`src/rtl/porta_saida_buffer_pkg.sv`:
```
// Shared constants for the memory-mapped output port: default bus addresses
// and the bit layout of the readable status byte.
package pkg_porta_saida;

  localparam logic [7:0] ENDERECO_DADOS_PADRAO  = 8'hE0;
  localparam logic [7:0] ENDERECO_STATUS_PADRAO = 8'hE1;

  localparam int BIT_CHEIO    = 7;
  localparam int BIT_VAZIO    = 6;
  localparam int BIT_OVERFLOW = 5;
  localparam int CONTAGEM_MSB = 3;

endpackage

```
`src/rtl/porta_saida_buffer_fifo.sv`:
```
// Synchronous first-word fall-through FIFO; a push on a full FIFO is accepted
// when a pop happens in the same cycle.
module fifo_sincrona
  import pkg_porta_saida::*;
#(
  parameter int PROFUNDIDADE = 8,
  parameter int LARGURA      = 8
) (
  input  logic                  clock,
  input  logic                  reset,
  input  logic                  push,
  input  logic                  pop,
  input  logic [LARGURA-1:0]    din,
  output logic [LARGURA-1:0]    dout,
  output logic                  cheio,
  output logic                  vazio,
  output logic [CONTAGEM_MSB:0] contagem
);

  localparam int PW = (PROFUNDIDADE > 1) ? $clog2(PROFUNDIDADE) : 1;
  localparam logic [CONTAGEM_MSB:0] CONTAGEM_CHEIA = PROFUNDIDADE[CONTAGEM_MSB:0];

  logic [LARGURA-1:0] mem [PROFUNDIDADE];
  logic [PW-1:0]      rd_ptr;
  logic [PW-1:0]      wr_ptr;
  logic               push_ok;
  logic               pop_ok;

  assign cheio   = (contagem == CONTAGEM_CHEIA);
  assign vazio   = (contagem == '0);
  assign pop_ok  = pop && !vazio;
  assign push_ok = push && (!cheio || pop_ok);

  // Depth is a power of two, so pointer increments wrap on their own.
  always_ff @(posedge clock) begin
    if (reset) begin
      rd_ptr   <= '0;
      wr_ptr   <= '0;
      contagem <= '0;
    end else begin
      if (push_ok) wr_ptr <= wr_ptr + 1'b1;
      if (pop_ok)  rd_ptr <= rd_ptr + 1'b1;
      case ({push_ok, pop_ok})
        2'b10:   contagem <= contagem + 1'b1;
        2'b01:   contagem <= contagem - 1'b1;
        default: contagem <= contagem;
      endcase
    end
  end

  always_ff @(posedge clock) begin
    if (push_ok) mem[wr_ptr] <= din;
  end

  assign dout = vazio ? '0 : mem[rd_ptr];

endmodule

```
`src/rtl/porta_saida_buffer.sv`:
```
// Output port on the data-memory bus: latches stores to the data address,
// queues them for a valid/ready consumer and exposes a pollable status byte.
module porta_saida_buffer
  import pkg_porta_saida::*;
#(
  parameter int         PROFUNDIDADE    = 8,
  parameter logic [7:0] ENDERECO_DADOS  = ENDERECO_DADOS_PADRAO,
  parameter logic [7:0] ENDERECO_STATUS = ENDERECO_STATUS_PADRAO
) (
  input  logic       clock,
  input  logic       reset,
  input  logic [7:0] endereco,
  input  logic [7:0] dado_in,
  input  logic       write,
  output logic [7:0] dado_out,
  output logic       leitura_sel,
  output logic [7:0] leitura_dado,
  output logic       saida_valid,
  output logic [7:0] saida_dado,
  input  logic       saida_ready,
  output logic       overflow
);

  function automatic logic [7:0] monta_status(input logic cheio_f, input logic vazio_f,
                                              input logic ovf_f,
                                              input logic [CONTAGEM_MSB:0] cnt_f);
    logic [7:0] s;
    s                 = '0;
    s[BIT_CHEIO]      = cheio_f;
    s[BIT_VAZIO]      = vazio_f;
    s[BIT_OVERFLOW]   = ovf_f;
    s[CONTAGEM_MSB:0] = cnt_f;
    return s;
  endfunction

  logic                  grava_dados;
  logic                  grava_status;
  logic                  pop;
  logic                  descarta;
  logic                  cheio;
  logic                  vazio;
  logic [CONTAGEM_MSB:0] contagem;

  assign grava_dados  = write && (endereco == ENDERECO_DADOS);
  assign grava_status = write && (endereco == ENDERECO_STATUS);
  assign pop          = saida_valid && saida_ready;
  // A store is lost only when full and nothing leaves in the same cycle.
  assign descarta     = grava_dados && cheio && !pop;

  fifo_sincrona #(
    .PROFUNDIDADE (PROFUNDIDADE),
    .LARGURA      (8)
  ) u_fifo (
    .clock    (clock),
    .reset    (reset),
    .push     (grava_dados),
    .pop      (pop),
    .din      (dado_in),
    .dout     (saida_dado),
    .cheio    (cheio),
    .vazio    (vazio),
    .contagem (contagem)
  );

  assign saida_valid = !vazio;

  always_ff @(posedge clock) begin
    if (reset) begin
      dado_out <= 8'h00;
      overflow <= 1'b0;
    end else begin
      if (grava_dados) dado_out <= dado_in;
      if (descarta) overflow <= 1'b1;
      else if (grava_status && dado_in[0]) overflow <= 1'b0;
    end
  end

  assign leitura_sel  = (endereco == ENDERECO_STATUS);
  assign leitura_dado = leitura_sel ? monta_status(cheio, vazio, overflow, contagem) : 8'h00;

endmodule
```
`config.mk`:
```
export PLATFORM = sky130hd
export DESIGN_NAME = porta_saida_buffer
export DESIGN_NICKNAME = d
export VERILOG_FILES = /design/src/rtl/porta_saida_buffer_pkg.sv /design/src/rtl/porta_saida_buffer_fifo.sv /design/src/rtl/porta_saida_buffer.sv
export SDC_FILE = /design/constraint.sdc
export NUM_CORES = 1
export LEC_CHECK = 0
export ABC_AREA = 1
export CORE_MARGIN = 2
export CORE_UTILIZATION = 49
export DETAILED_ROUTE_END_ITERATION = 8
export PLACE_DENSITY = 0.73
export SYNTH_ARGS = -nofsm -noshare
export SYNTH_HDL_FRONTEND = slang
export SYNTH_SLANG_ARGS = --single-unit
```
`constraint.sdc`:
```
create_clock -name clock -period 2 [get_ports clock]
set_clock_uncertainty 0.1 [all_clocks]
set_input_delay 0.4 -clock clock [delete_from_list [all_inputs] [get_ports clock]]
set_output_delay 0.4 -clock clock [all_outputs]
set_load 0.05 [all_outputs]
```
; Yosys cells after proc, flatten, opt, wreduce, memory -nomap -nowiden
; Memories as Yosys holds them, arrays and structs flattened. A register that Yosys moved wholly into a read port is not among the register bits.
; Cells that the tools add are included.
[classes]
reduce_logical = 15
eq_ne = 5
add_sub_neg = 4
n_mux = 9
[op_table]
columns = operator, n
row1 = "equality test 8 bit, second input constant", 2
row2 = two-way mux 8 bit, 2
row3 = logical AND 1 bit, 8
row4 = case mux 4 bit (2 select lines), 1
row5 = "adder 3 x 1 -> 3 bit, second input constant", 2
row6 = two-way mux 3 bit, 2
row7 = "adder 4 x 1 -> 4 bit, second input constant", 1
row8 = "equality test 4 bit, second input constant", 1
row9 = logical NOT 4 bit, 1
row10 = two-way mux 1 bit, 4
row11 = nonzero test 2 bit, 2
row12 = "subtractor 4 x 1 -> 4 bit, second input constant", 1
row13 = logical NOT 1 bit, 3
row14 = "equality test 2 x 1 -> 1 bit, second input constant", 1
row15 = "equality test 2 bit, second input constant", 1
row16 = logical OR 1 bit, 1
[totals]
n_memories = 1
mem_bits_rw = 64
ff_bits = 19
out_inout_bits = 27
[mem_list]
columns = name, depth, width, read_ports, rd_clocked_by_memory_dff, write_ports, line_no
row1 = u_fifo.mem, 8, 8, 1, 1, 1, porta_saida_buffer_fifo.sv:23  ; logic [LARGURA-1:0] mem [PROFUNDIDADE];

; Longest topological paths before layout
[depth]
depth_word = 8
ltp_mapped = 17
depth_no_buf = 17

; Cells and area by module
; From an unflattened synthesis, not the netlist that was laid out.
[unflattened]
cells_unflattened = 378
hier_area_um2 = 3759.9
[by_module_without_submodules]
columns = module, n_inst, area_each_um2, cells_per_inst, seq_area_each_um2
row1 = fifo_sincrona, 1, 3221.8, 285, 2182.1
row2 = porta_saida_buffer, 1, 538.0, 93, 180.2

; Worst setup path before layout
; OpenSTA, ideal clock, no wires.
[synth_path]
path_kind = input-to-output
from = input endereco[1]
to = output leitura_dado[7]
cell_stages = 6
t_arrival_ps = 2118
t_required_ps = 1500
setup_slack_ps = -618
path_cell_list = nor2_1 nand2_1 nor2_4 nand2_1 nor2_1 and3_1
[synth_via]
elab_chain_cells = 2
[synth_lines]
columns = element, line_no
row1 = from (decl), porta_saida_buffer.sv:12  ; input logic [7:0] endereco,
row2 = equality test 8 bit, porta_saida_buffer.sv:78  ; assign leitura_sel = (endereco == ENDERECO_STATUS);
row3 = two-way mux 8 bit, porta_saida_buffer.sv:79  ; assign leitura_dado = leitura_sel ? monta_status(cheio, vazio, overflow, contagem) : 8'h00;
row4 = to (decl), porta_saida_buffer.sv:17  ; output logic [7:0] leitura_dado,
; No other way between the ends.

==> impl_metrics.yaml <==
grt:
  grt_pass1_wl_mm: 13.5
  grt_pass1_vias: 2739
  antenna_found_initial: 0
  track_usage: 0.214
  grt_max_degree: 33
  gr-total-overflow: 0
setup_path:
  path_class: "reg -> out"
  critPathLaunchType: "flip-flop"
  worstPathMaxFanout: 8
  cp.required_ns: 1.50
  cp.arrival_ns: 1.68
  crit_path_end_kind: "output pin"
final_layout:
  fin_util: 0.699
  drive_above_1_share: 0.351
  finish.net_count: 445
  areaGrowthSynthToFinish_pct: 39.1
  n_antenna_cell: 0
  final_cell_mix: "edfxtp_1, nor2_1, buf_4"
  layout_commonest_cell: "edfxtp_1"
  final_area_sq_mm: 0.00501
placement:
  place.gp.congestion: 0.830
  place_area_sq_mm: 0.00450
  place_hpwl_mm: 5.57
  place_ws_ns: -0.442
  port_buffers: 45
synthesis:
  ys_ff_latch: 86
  synthXorXnorAreaFrac: 0.00243
  yosys.cell_types.count: 27
  syn_inst: 339
  synth_fp_nets: 364
  syn_area_per_cell_sq_um: 10.6
  synth-compound-area-share: 0.120
  synth_fa_ha_area_frac: 0.0195
  synthTopCellsByArea: "edfxtp_1, dfxtp_1, nor2_1, o21ai_0, o32ai_1"
  seq_area_frac_synth: 0.656
  synth_top_family_by_area: "simple AND/OR/NAND/NOR gates"
  synthesis.area_sq_mm: 0.00360
  yosysTopAreaCell: "edfxtp_1"
  yosys.area_share.simple: 0.148
  synth_top_area_frac: 0.534
  yosys_warnings: 0
  synthMuxAreaShare: 0
worst_hold_path:
  hold_class: "reg -> reg"
detailed_routing:
  wl_mm: 9.22
  drtIter0Drc: 165
  via_per_inst: 5.56
  ant_nets: 0
  firstDrtPassIters: 5
  met3_length_um: 583
  drc_errors: 0
  dr_total_vias: 2915
  route.met2.wl_mm: 4.75
  wl_per_cell_um: 17.6
  routed.top_layer: "met4"
  wl_met1_mm: 3.67
run_status:
  violations: "setup timing"
  outcome: "finished, violations left"
power:
  p_leak_nw: 1.89
  powerDensity_mw_per_mm2: 1270
  worst_ir_drop_vdd_uv: 538
  power_w: 0.00637
timing:
  hold_viol_final: 0
  fmax_mhz: 459
  setup_violations: 8
  layout_worst_path_cycle_share: 1.09
  worst_slack_ns: -0.177
  drv_slew: 0
  rsz0062_at_grt: "yes"
  setup_tns_ns: -1.13
  layout_min_cycle_time_ns: 2.18
die:
  die_h_um: 89.7
  fp.dieW_um: 89.7
  ios: 47
  start_util: 0.502
  row_count: 31
  fp.coreArea_sq_mm: 0.00718
  dieArea_sq_mm: 0.00805
clock_tree:
  clockRootBuffer: "clkbuf_8"
  htreeDepth: 3
  tritoncts: "built"
  clockBufferDepth: 2
  clk_latency_ns: 0.35
  numCtsBuffers: 9
  clkTransAtPathRegs_ns: 0.09
  clock-sinks: 86
flow_run:
  drv_cap: 0
-- final cells by class --
cell class | instances | area, sq um
Multi-Input combinational cell | 206 | 1280
Tap cell | 99 | 124
Timing Repair Buffer | 84 | 905
Sequential cell | 86 | 2380
Inverter | 33 | 134
Clock inverter | 5 | 38.8
Clock buffer | 11 | 156
Fill cell | 506 | 2160
-- worst paths after layout --
kind                      start                 end  slack [ns]  cells after the start
min                 dado_out[5]         dado_out[5]        0.35                      2
min reg2reg         dado_out[5]         dado_out[5]        0.35                      2
max reg2reg  u_fifo.contagem[2]  u_fifo.contagem[3]        0.07                     16
max                   flip-flop       saida_dado[4]       -0.18                      7
-- metal layers --
layer,vias up,GRT usage
met4,0,0.104
met2,133,0.365
met3,20,0.0360
li1,1336,-
met5,-,0
met1,1426,0.268
-- report_power, final --
part / internal, W / switching, W / total, W / leakage, nW
sequential: 0.00200 / 0.0000722 / 0.00207 / 0.756
combinational: 0.00124 / 0.00186 / 0.00310 / 1.03
clock: 0.000552 / 0.000645 / 0.00120 / 0.103
-- logic make-up after synthesis --
group,count (synthesis)
simple gates,125
flops,86
compound gates,74
buf+inv,47
fa+ha+maj,5
xor+xnor,1
other cells,1
-- critical path, stage by stage (launching register included) --
cell and delay, ns:
dfxtp_4 0.40, clkinv_4 0.10, buf_12 0.16, nor2_1 0.17, o32ai_2 0.11, o21ai_1 0.18, nor2_2 0.05, buf_6 0.15
-- metrics by stage --
stage | hold slack, ns | instances
floorplan | 0.333 | 339
global placement | 0.336 | 499
detailed placement | 0.341 | 499
CTS | 0.354 | 519
global route | 0.378 | 524
finish | 0.348 | 524
-- cells in the mapped netlist --
master and n:
a211oi_1 1, buf_4 1, clkbuf_1 5, buf_2 8
ha_1 4, o32ai_1 16, inv_1 32, nor2_1 80
nand4_1 2, and3_1 1, nand2_1 21, dfxtp_1 22
nand2_2 2, nand3_2 1, nor3_1 8, nor3_2 1
nor2_4 1, nand3_1 4, o21ai_0 39, nand2_4 1
a21oi_1 18, nor2_2 3, inv_4 1, fa_1 1
xor2_1 1, edfxtp_1 64, conb_1 1
-- registers in the layout, indices dropped and copies added (netlist names), named ones only --
| register | cells |
|---|---|
| u_fifo.contagem | 4 |
| u_fifo.wr_ptr | 3 |
| dado_out | 8 |
| u_fifo.mem | 64 |
| u_fifo.rd_ptr | 3 |
| overflow | 1 |
-- repair_timing --
item,in CTS,in global routing
resized for setup,55,44
setup endpoints to repair,21,82
gates cloned,1,1
pin swaps,18,22
buffers inserted,3,4
hold buffers,0,0
No activity file was read; power rests on OpenSTA's default activity.
